File: config.mk
export PLATFORM = sky130hd
export DESIGN_NAME = booth_arb_seq
export DESIGN_NICKNAME = d
export VERILOG_FILES = /design/src/rtl/booth_arb_seq.sv
export SDC_FILE = /design/constraint.sdc
export NUM_CORES = 1
export LEC_CHECK = 0
export ABC_CLOCK_PERIOD_IN_PS = 7400
export CAP_MARGIN = 20
export CORE_MARGIN = 8
export CORE_UTILIZATION = 55
export CTS_CLUSTER_DIAMETER = 120
export CTS_CLUSTER_SIZE = 8
export DETAILED_ROUTE_END_ITERATION = 7
export PLACE_DENSITY = 0.85
export SYNTH_ARGS = -nofsm -noshare
export SYNTH_HDL_FRONTEND = slang
export SYNTH_SLANG_ARGS = --single-unit
File: constraint.sdc
create_clock -name clk -period 7.4 [get_ports clk]
set_input_delay 2.22 -clock clk [delete_from_list [all_inputs] [get_ports clk]]
set_output_delay 2.22 -clock clk [all_outputs]
set_load 0.005 [all_outputs]
File: src/rtl/booth_arb_seq.sv
// Iterative radix-2 Booth multiplier shared by two requesters through a round-robin front end.
// One Booth step per clock; result returned over a valid/ready handshake.
module booth_arb_seq #(
    parameter int WIDTH = 6
) (
    input  logic                 clk,
    input  logic                 rst_n,
    input  logic                 req0_valid,
    input  logic [WIDTH-1:0]     req0_in1,
    input  logic [WIDTH-1:0]     req0_in2,
    output logic                 req0_ready,
    input  logic                 req1_valid,
    input  logic [WIDTH-1:0]     req1_in1,
    input  logic [WIDTH-1:0]     req1_in2,
    output logic                 req1_ready,
    output logic [2*WIDTH-1:0]   out,
    output logic                 out_id,
    output logic                 out_valid,
    input  logic                 out_ready
);
    localparam int CW = $clog2(WIDTH) + 1;

    typedef enum logic [1:0] {IDLE, CALC, DONE} state_t;

    state_t               state_q, state_d;
    logic [WIDTH:0]       a_q, a_d;
    logic [WIDTH-1:0]     q_q, q_d;
    logic [WIDTH-1:0]     m_q, m_d;
    logic                 qm1_q, qm1_d;
    logic [CW-1:0]        cnt_q, cnt_d;
    logic                 id_q, id_d;
    logic                 prio_q, prio_d;
    logic [2*WIDTH-1:0]   out_q, out_d;
    logic                 out_id_q, out_id_d;
    logic                 out_valid_q, out_valid_d;

    logic                 grant;
    logic                 idle;
    logic [WIDTH:0]       m_ext;
    logic [WIDTH:0]       a_sum;
    logic [WIDTH:0]       a_sh;
    logic [WIDTH-1:0]     q_sh;

    // Contention goes to prio; otherwise the lone valid requester wins.
    assign grant      = (req0_valid & req1_valid) ? prio_q : req1_valid;
    assign idle       = (state_q == IDLE);
    assign req0_ready = rst_n & idle & req0_valid & ~grant;
    assign req1_ready = rst_n & idle & req1_valid & grant;

    assign out       = out_q;
    assign out_id    = out_id_q;
    assign out_valid = out_valid_q;

    // One Booth step: add/sub on the WIDTH+1 accumulator, then arithmetic shift of {A,Q,q_m1}.
    always_comb begin
        m_ext = {m_q[WIDTH-1], m_q};
        case ({q_q[0], qm1_q})
            2'b01:   a_sum = a_q + m_ext;
            2'b10:   a_sum = a_q - m_ext;
            default: a_sum = a_q;
        endcase
        a_sh = {a_sum[WIDTH], a_sum[WIDTH:1]};
        q_sh = {a_sum[0], q_q[WIDTH-1:1]};
    end

    always_comb begin
        state_d     = state_q;
        a_d         = a_q;
        q_d         = q_q;
        m_d         = m_q;
        qm1_d       = qm1_q;
        cnt_d       = cnt_q;
        id_d        = id_q;
        prio_d      = prio_q;
        out_d       = out_q;
        out_id_d    = out_id_q;
        out_valid_d = out_valid_q;
        case (state_q)
            IDLE: begin
                if (req0_ready | req1_ready) begin
                    m_d     = grant ? req1_in1 : req0_in1;
                    q_d     = grant ? req1_in2 : req0_in2;
                    a_d     = '0;
                    qm1_d   = 1'b0;
                    cnt_d   = '0;
                    id_d    = grant;
                    prio_d  = ~grant;
                    state_d = CALC;
                end
            end
            CALC: begin
                a_d   = a_sh;
                q_d   = q_sh;
                qm1_d = q_q[0];
                cnt_d = cnt_q + CW'(1);
                if (cnt_q == CW'(WIDTH - 1)) begin
                    out_d       = {a_sh[WIDTH-1:0], q_sh};
                    out_id_d    = id_q;
                    out_valid_d = 1'b1;
                    state_d     = DONE;
                end
            end
            DONE: begin
                if (out_ready) begin
                    out_valid_d = 1'b0;
                    state_d     = IDLE;
                end
            end
            default: state_d = IDLE;
        endcase
    end

    always_ff @(posedge clk or negedge rst_n) begin
        if (!rst_n) begin
            state_q     <= IDLE;
            a_q         <= '0;
            q_q         <= '0;
            m_q         <= '0;
            qm1_q       <= 1'b0;
            cnt_q       <= '0;
            id_q        <= 1'b0;
            prio_q      <= 1'b0;
            out_q       <= '0;
            out_id_q    <= 1'b0;
            out_valid_q <= 1'b0;
        end else begin
            state_q     <= state_d;
            a_q         <= a_d;
            q_q         <= q_d;
            m_q         <= m_d;
            qm1_q       <= qm1_d;
            cnt_q       <= cnt_d;
            id_q        <= id_d;
            prio_q      <= prio_d;
            out_q       <= out_d;
            out_id_q    <= out_id_d;
            out_valid_q <= out_valid_d;
        end
    end
endmodule

After elaboration in Yosys (flattened, before gate mapping)
Cells that the tools add are included.
{ "totals": {"ff_bits": 42, "inputBits": 29, "out_inout_bits": 16, "elab_cells": 57} }
{ "op_classes": {"n_mux": 19, "addsub": 3, "reduce_logical": 8, "n_eq_ne": 8, "n_bitwise": 8} }
{ "op_table": {"columns": ["op", "n"], "rows": [
  ["one-hot mux 7 bit (2 select lines)", 2],
  ["2-to-1 mux 6 bit", 3],
  ["one-hot mux 6 bit (2 select lines)", 1],
  ["one-hot mux 4 bit (2 select lines)", 1],
  ["adder 7 bit", 1],
  ["2-to-1 mux 7 bit", 1],
  ["subtractor 7 bit", 1],
  ["AND 1 bit", 6],
  ["2-to-1 mux 2 bit", 3],
  ["one-hot mux 2 bit (3 select lines)", 1],
  ["AND reduction 2 bit", 3],
  ["AND reduction 3 bit", 2],
  ["adder 4 x 1 -> 4 bit (second input constant)", 1],
  ["equality test 2 x 1 -> 1 bit (second input constant)", 2],
  ["equality test 2 bit (second input constant)", 2],
  ["equality test 4 x 3 -> 1 bit (second input constant)", 1],
  ["2-to-1 mux 1 bit", 4],
  ["2-to-1 mux 4 bit", 1],
  ["!= test 2 bit (second input constant)", 2],
  ["one-hot mux 1 bit (2 select lines)", 2],
  ["nonzero test 2 bit", 2],
  ["logical NOT 2 bit", 1],
  ["!= test 2 x 1 -> 1 bit (second input constant)", 1],
  ["NOT 1 bit", 1],
  ["OR 1 bit", 1]
]} }

Logic depth before layout (Yosys ltp)
{ "depth": {"ltp_word": 7, "ltp_mapped": 11, "ltp_nobuf": 11} }

Least setup slack after synthesis
Ideal clock, no wire load.
{ "synth_path": {"path_type": "input to output", "startpoint": "in req0_valid", "endpoint": "out req0_ready", "slack_ps": 2114, "arrival_ps": 3066, "path_stages": 4, "n_path_buf": 1, "path_cell_list": "inv_1 -> o21ai_1 -> buf_4 -> nor2b_1"} }
{ "synth_between": {"elab_chain_len": 4, "word_cells_on_any_way": 5, "cone_classes": "1 x mux; 4 x bitwise"} }
{ "synth_rtl": {"columns": ["element", "line", "rtl"], "rows": [
  ["from (decl)", "8", "input logic req0_valid,"],
  ["AND 1 bit", "45", "assign grant = (req0_valid & req1_valid) ? prio_q : req1_valid;"],
  ["2-to-1 mux 1 bit", "45", null],
  ["NOT 1 bit", "47", "assign req0_ready = rst_n & idle & req0_valid & ~grant;"],
  ["AND 1 bit (*)", "47", null],
  ["to (decl)", "11", "output logic req0_ready,"]
]} }
Mark *: on every way between the ends. The rest lies on a longest branch, timed or not.

Worst setup path after layout
Ends and elaborated chain as after synthesis.

==> summary.md <==
| Metric | Value |
|---|---|
| Nets | `322` |
| Initial antenna violation count | `0` |
| Area grow syn2layout | `27.9%` |
| Mux share of post-synthesis cell area | `6.88%` |
| Number of global-route vias before repair | `1873` |
| Seq pwr share | `30.1%` |
| Cell Int Power | `845 µW` |
| Standard-cell row count | `23` |
| CP Cell Sequence | `clkdlybuf4s50_1 -> inv_1 -> o21ai_1 -> buf_4 -> nor2b_1 -> clkdlybuf4s50_1` |
| Complex-gate fraction of the synthesized area | `17.4%` |
| CP Capture Type | `output pin` |
| Antenna Nets Post-Route | `0` |
| Total grt overflow | `0` |
| Hold Crit Class | `register to register` |
| VDD IR max | `0.000207 V` |
| Die area | `6320 µm²` |
| H-tree levels | `2` |
| Ant diodes | `0` |
| Clock slew at reported path FFs | `0.08 ns` |
| Worst hold path stage count | `2` |
| Post-synth net total | `277` |
| CP startpoint kind | `input port` |
| XOR/XNOR Fraction of Synth Area | `2.76%` |
| EDFF count, synth | `0` |
| GRT Resource Usage Total | `16.5%` |
| Comb power frac | `54.9%` |
| Die height | `79.5 µm` |
| Main combinational cell family by area after synthesis | `compound AO/OA/AOI/OAI gates` |
| #FFs+latches synth | `41` |
| Clk_lat worst skew | `0.30 ns` |
| Fin crit share | `82.8%` |
| YS warnings | `0` |
| WS Path Type | `input port to output pin` |
| CTS sink cnt | `41` |
| Met1 WL | `2.14 mm` |
| Worst Max-Slew Pin Slew | `0.868 ns` |
| Max Cap Viol | `0` |
| Io pins | `45` |
| Post-route setup TNS | `0 ns` |
| Via count | `1810` |
| Final wirelength | `4.85 mm` |
| Slew Limit Fails | `0` |
| IO Port Bufs | `44` |
| Most used cell, CP | `clkdlybuf4s50_1` |
| Metal2 WL | `2.40 mm` |
| Worst rel slew slack | `42.2%` |
| Psw | `567 µW` |
| GP Congestion | `0.794` |
| WHS | `0.478 ns` |
| Share of layout cells above drive strength 1 | `7.07%` |
| Area occupied by multi-input gates | `1130 µm²` |
| 1st-iter DRT viols | `65` |
| Clock Power Share | `15.0%` |
| Status | `completed` |
| Pwr Total | `1410 µW` |
| DP HPWL | `3.70 mm` |
| Arrival time worst endpoint | `3.91 ns` |
| Post-CTS setup buffers | `0` |
| Highest metal used | `met4` |
| Largest net degree at the start of global routing | `42` |
| Main flop type after synthesis | `dfrtp_1` |
| Initial Utilization | `56.3%` |
| Total placed cells including tap cells | `325` |
| Pleak | `0.00129 µW` |
| Maximum fanout along the worst path | `7` |
| Share of the synthesized area in the top cell type | `46.2%` |
| Post-Route Utilization | `72.0%` |
| Top post-synthesis cells by count | `nand2_1, dfrtp_1, o21ai_0` |
| First-pass GRT wire length | `8.47 mm` |
| Minimum clock period | `6.13 ns` |
| Register area | `1030 µm²` |
| Met3 Wirelength | `225 µm` |
| Worst Reg-to-Reg Cells | `11` |
| Clk root buf | `clkbuf_8` |
| Drt pass-1 iters | `4` |
| Drt via density | `5.44` |
| Die X | `79.5 µm` |
| Post-synthesis adder-cell area fraction | `6.54%` |
| Fill cells | `306` |
| Core area | `3940 µm²` |
| Post-synth cell types | `38` |
| Post-route clock skew | `0.00480 ns` |
| Bufs and invs on worst path | `4` |
| Worst Path Required | `5.18 ns` |
| CP max stage delay | `0.58 ns` |
| Num CTS Buffers | `5` |
| Slowest cell on crit path | `clkdlybuf4s50_1` |
| Fin. Hold Viols | `0` |
| Gates resized, CTS repair | `0` |
| Post-CTS Hold Buffers | `0` |
| CTS tree | `built` |
| Layout Cells excl Fill | `333` |
| Post-Synth Simple-Gate Area | `17.1%` |
| Post-synth top area cell | `dfrtp_1` |
| CP delay by family, top | `buffers and inverters` |
| Max clock buf depth | `2` |
| Achievable Freq | `0.163 GHz` |
| Post-DR wirelength/cell | `14.6 µm` |
| Post-synthesis cell count | `237` |
| Critical path depth | `6` |
| Power Dens Cells | `498 nW/µm²` |
| Synth top area cells | `dfrtp_1, nand2_1, mux2i_1` |
| Final number of setup-violating endpoints | `0` |
| Sw frac | `40.2%` |
| Most used standard cell by instance count after synthesis | `nand2_1` |
| Syn avg cell area | `9.36 µm²` |
| DRC | `0` |
| Register area share after synthesis | `46.2%` |
| Post-Syn Area | `2220 µm²` |
| Synth async-reset ratio | `100%` |
| RSZ-0062 raised after global routing | `false` |
## power by group through the flow
stage | Combinational [µW] | Clock, µW | Sequential [µW]
final | 775 | 212 | 425
after CTS | 779 | 215 | 424
after detailed placement | 769 | 0 | 428
after global placement | 736 | 0 | 421
after global routing | 868 | 225 | 439
after floorplan | 565 | 0 | 408
## flip-flops by register name, summed over array words and instances (netlist names)
register and count:
out_valid 1, state_q 2, cnt_q 4, out 12, prio_q 1, a_q 6, q_q 6, id_q 1
qm1_q 1, m_q 6, out_id 1
## tightest hold or removal path, cell delays in order, from the launching register on
cell     delay [ns]
dfrtp_1        0.34
nand2_1        0.05
nand2_1        0.06
## final timing paths
kind / start / to / slack (ns)
worst max-delay path: req0_valid / req0_ready / 1.27
worst min-delay path: out[2]$_DFFE_PN0P_ / out[2]$_DFFE_PN0P_ / 0.48
worst max register to register: qm1_q$_DFFE_PN0P_ / out[11]$_DFFE_PN0P_ / 4.64
worst min register to register: out[2]$_DFFE_PN0P_ / out[2]$_DFFE_PN0P_ / 0.48
max in group asynchronous: rst_n / a_q[3]$_DFFE_PN0P_ / 5.05
min in group asynchronous: rst_n / out[0]$_DFFE_PN0P_ / 1.99
## layout by cell type, fill, tap and decap left out, types with 7 or more instances in the layout
| cell | netlist | layout |
|---|---|---|
| clkdlybuf4s50_1 | 0 | 43 |
| a21oi_1 | 7 | 7 |
| nor2_1 | 13 | 13 |
| dfrtp_1 | 41 | 41 |
| o21ai_0 | 25 | 25 |
| nand2_1 | 44 | 44 |
| mux2i_1 | 13 | 13 |
| nand3_1 | 7 | 7 |
| o21ai_1 | 8 | 7 |
| inv_1 | 8 | 8 |
| ha_1 | 10 | 10 |
## metal layers
metal,up-vias,GRT usage (%)
met1,849,19.1
li1,909,-
met4,0,6.67
met5,-,0
met3,10,5.07
met2,42,27.7
## cell type report
class / instances / area share (%)
multi-input combinational: 179 / 39.7
inverter: 8 / 1.06
clock inverter: 3 / 2.29
tap: 50 / 2.20
sequential: 41 / 36.2
timing repair buffer: 47 / 16.1
clock buffer: 5 / 2.43
## kinds of logic after synthesis
logic type | after synthesis
AOI/OAI and AO/OA | 63
and+or+nand+nor | 83
adders and majority gates | 11
muxes | 15
buffers and inverters | 17
xor gates and xnor gates | 7
DFF | 41
## metrics by stage
stage | setup slack [ns] | instance area [µm²]
6_report | 1.27 | 2840
5_1_grt | 1.14 | 2840
4_1_cts | 1.26 | 2840
3_5_place_dp | 1.27 | 2700
3_3_place_gp | 1.33 | 2700
2_1_floorplan | 2.11 | 2220
Note: power is estimated with default switching activity, not from simulation.
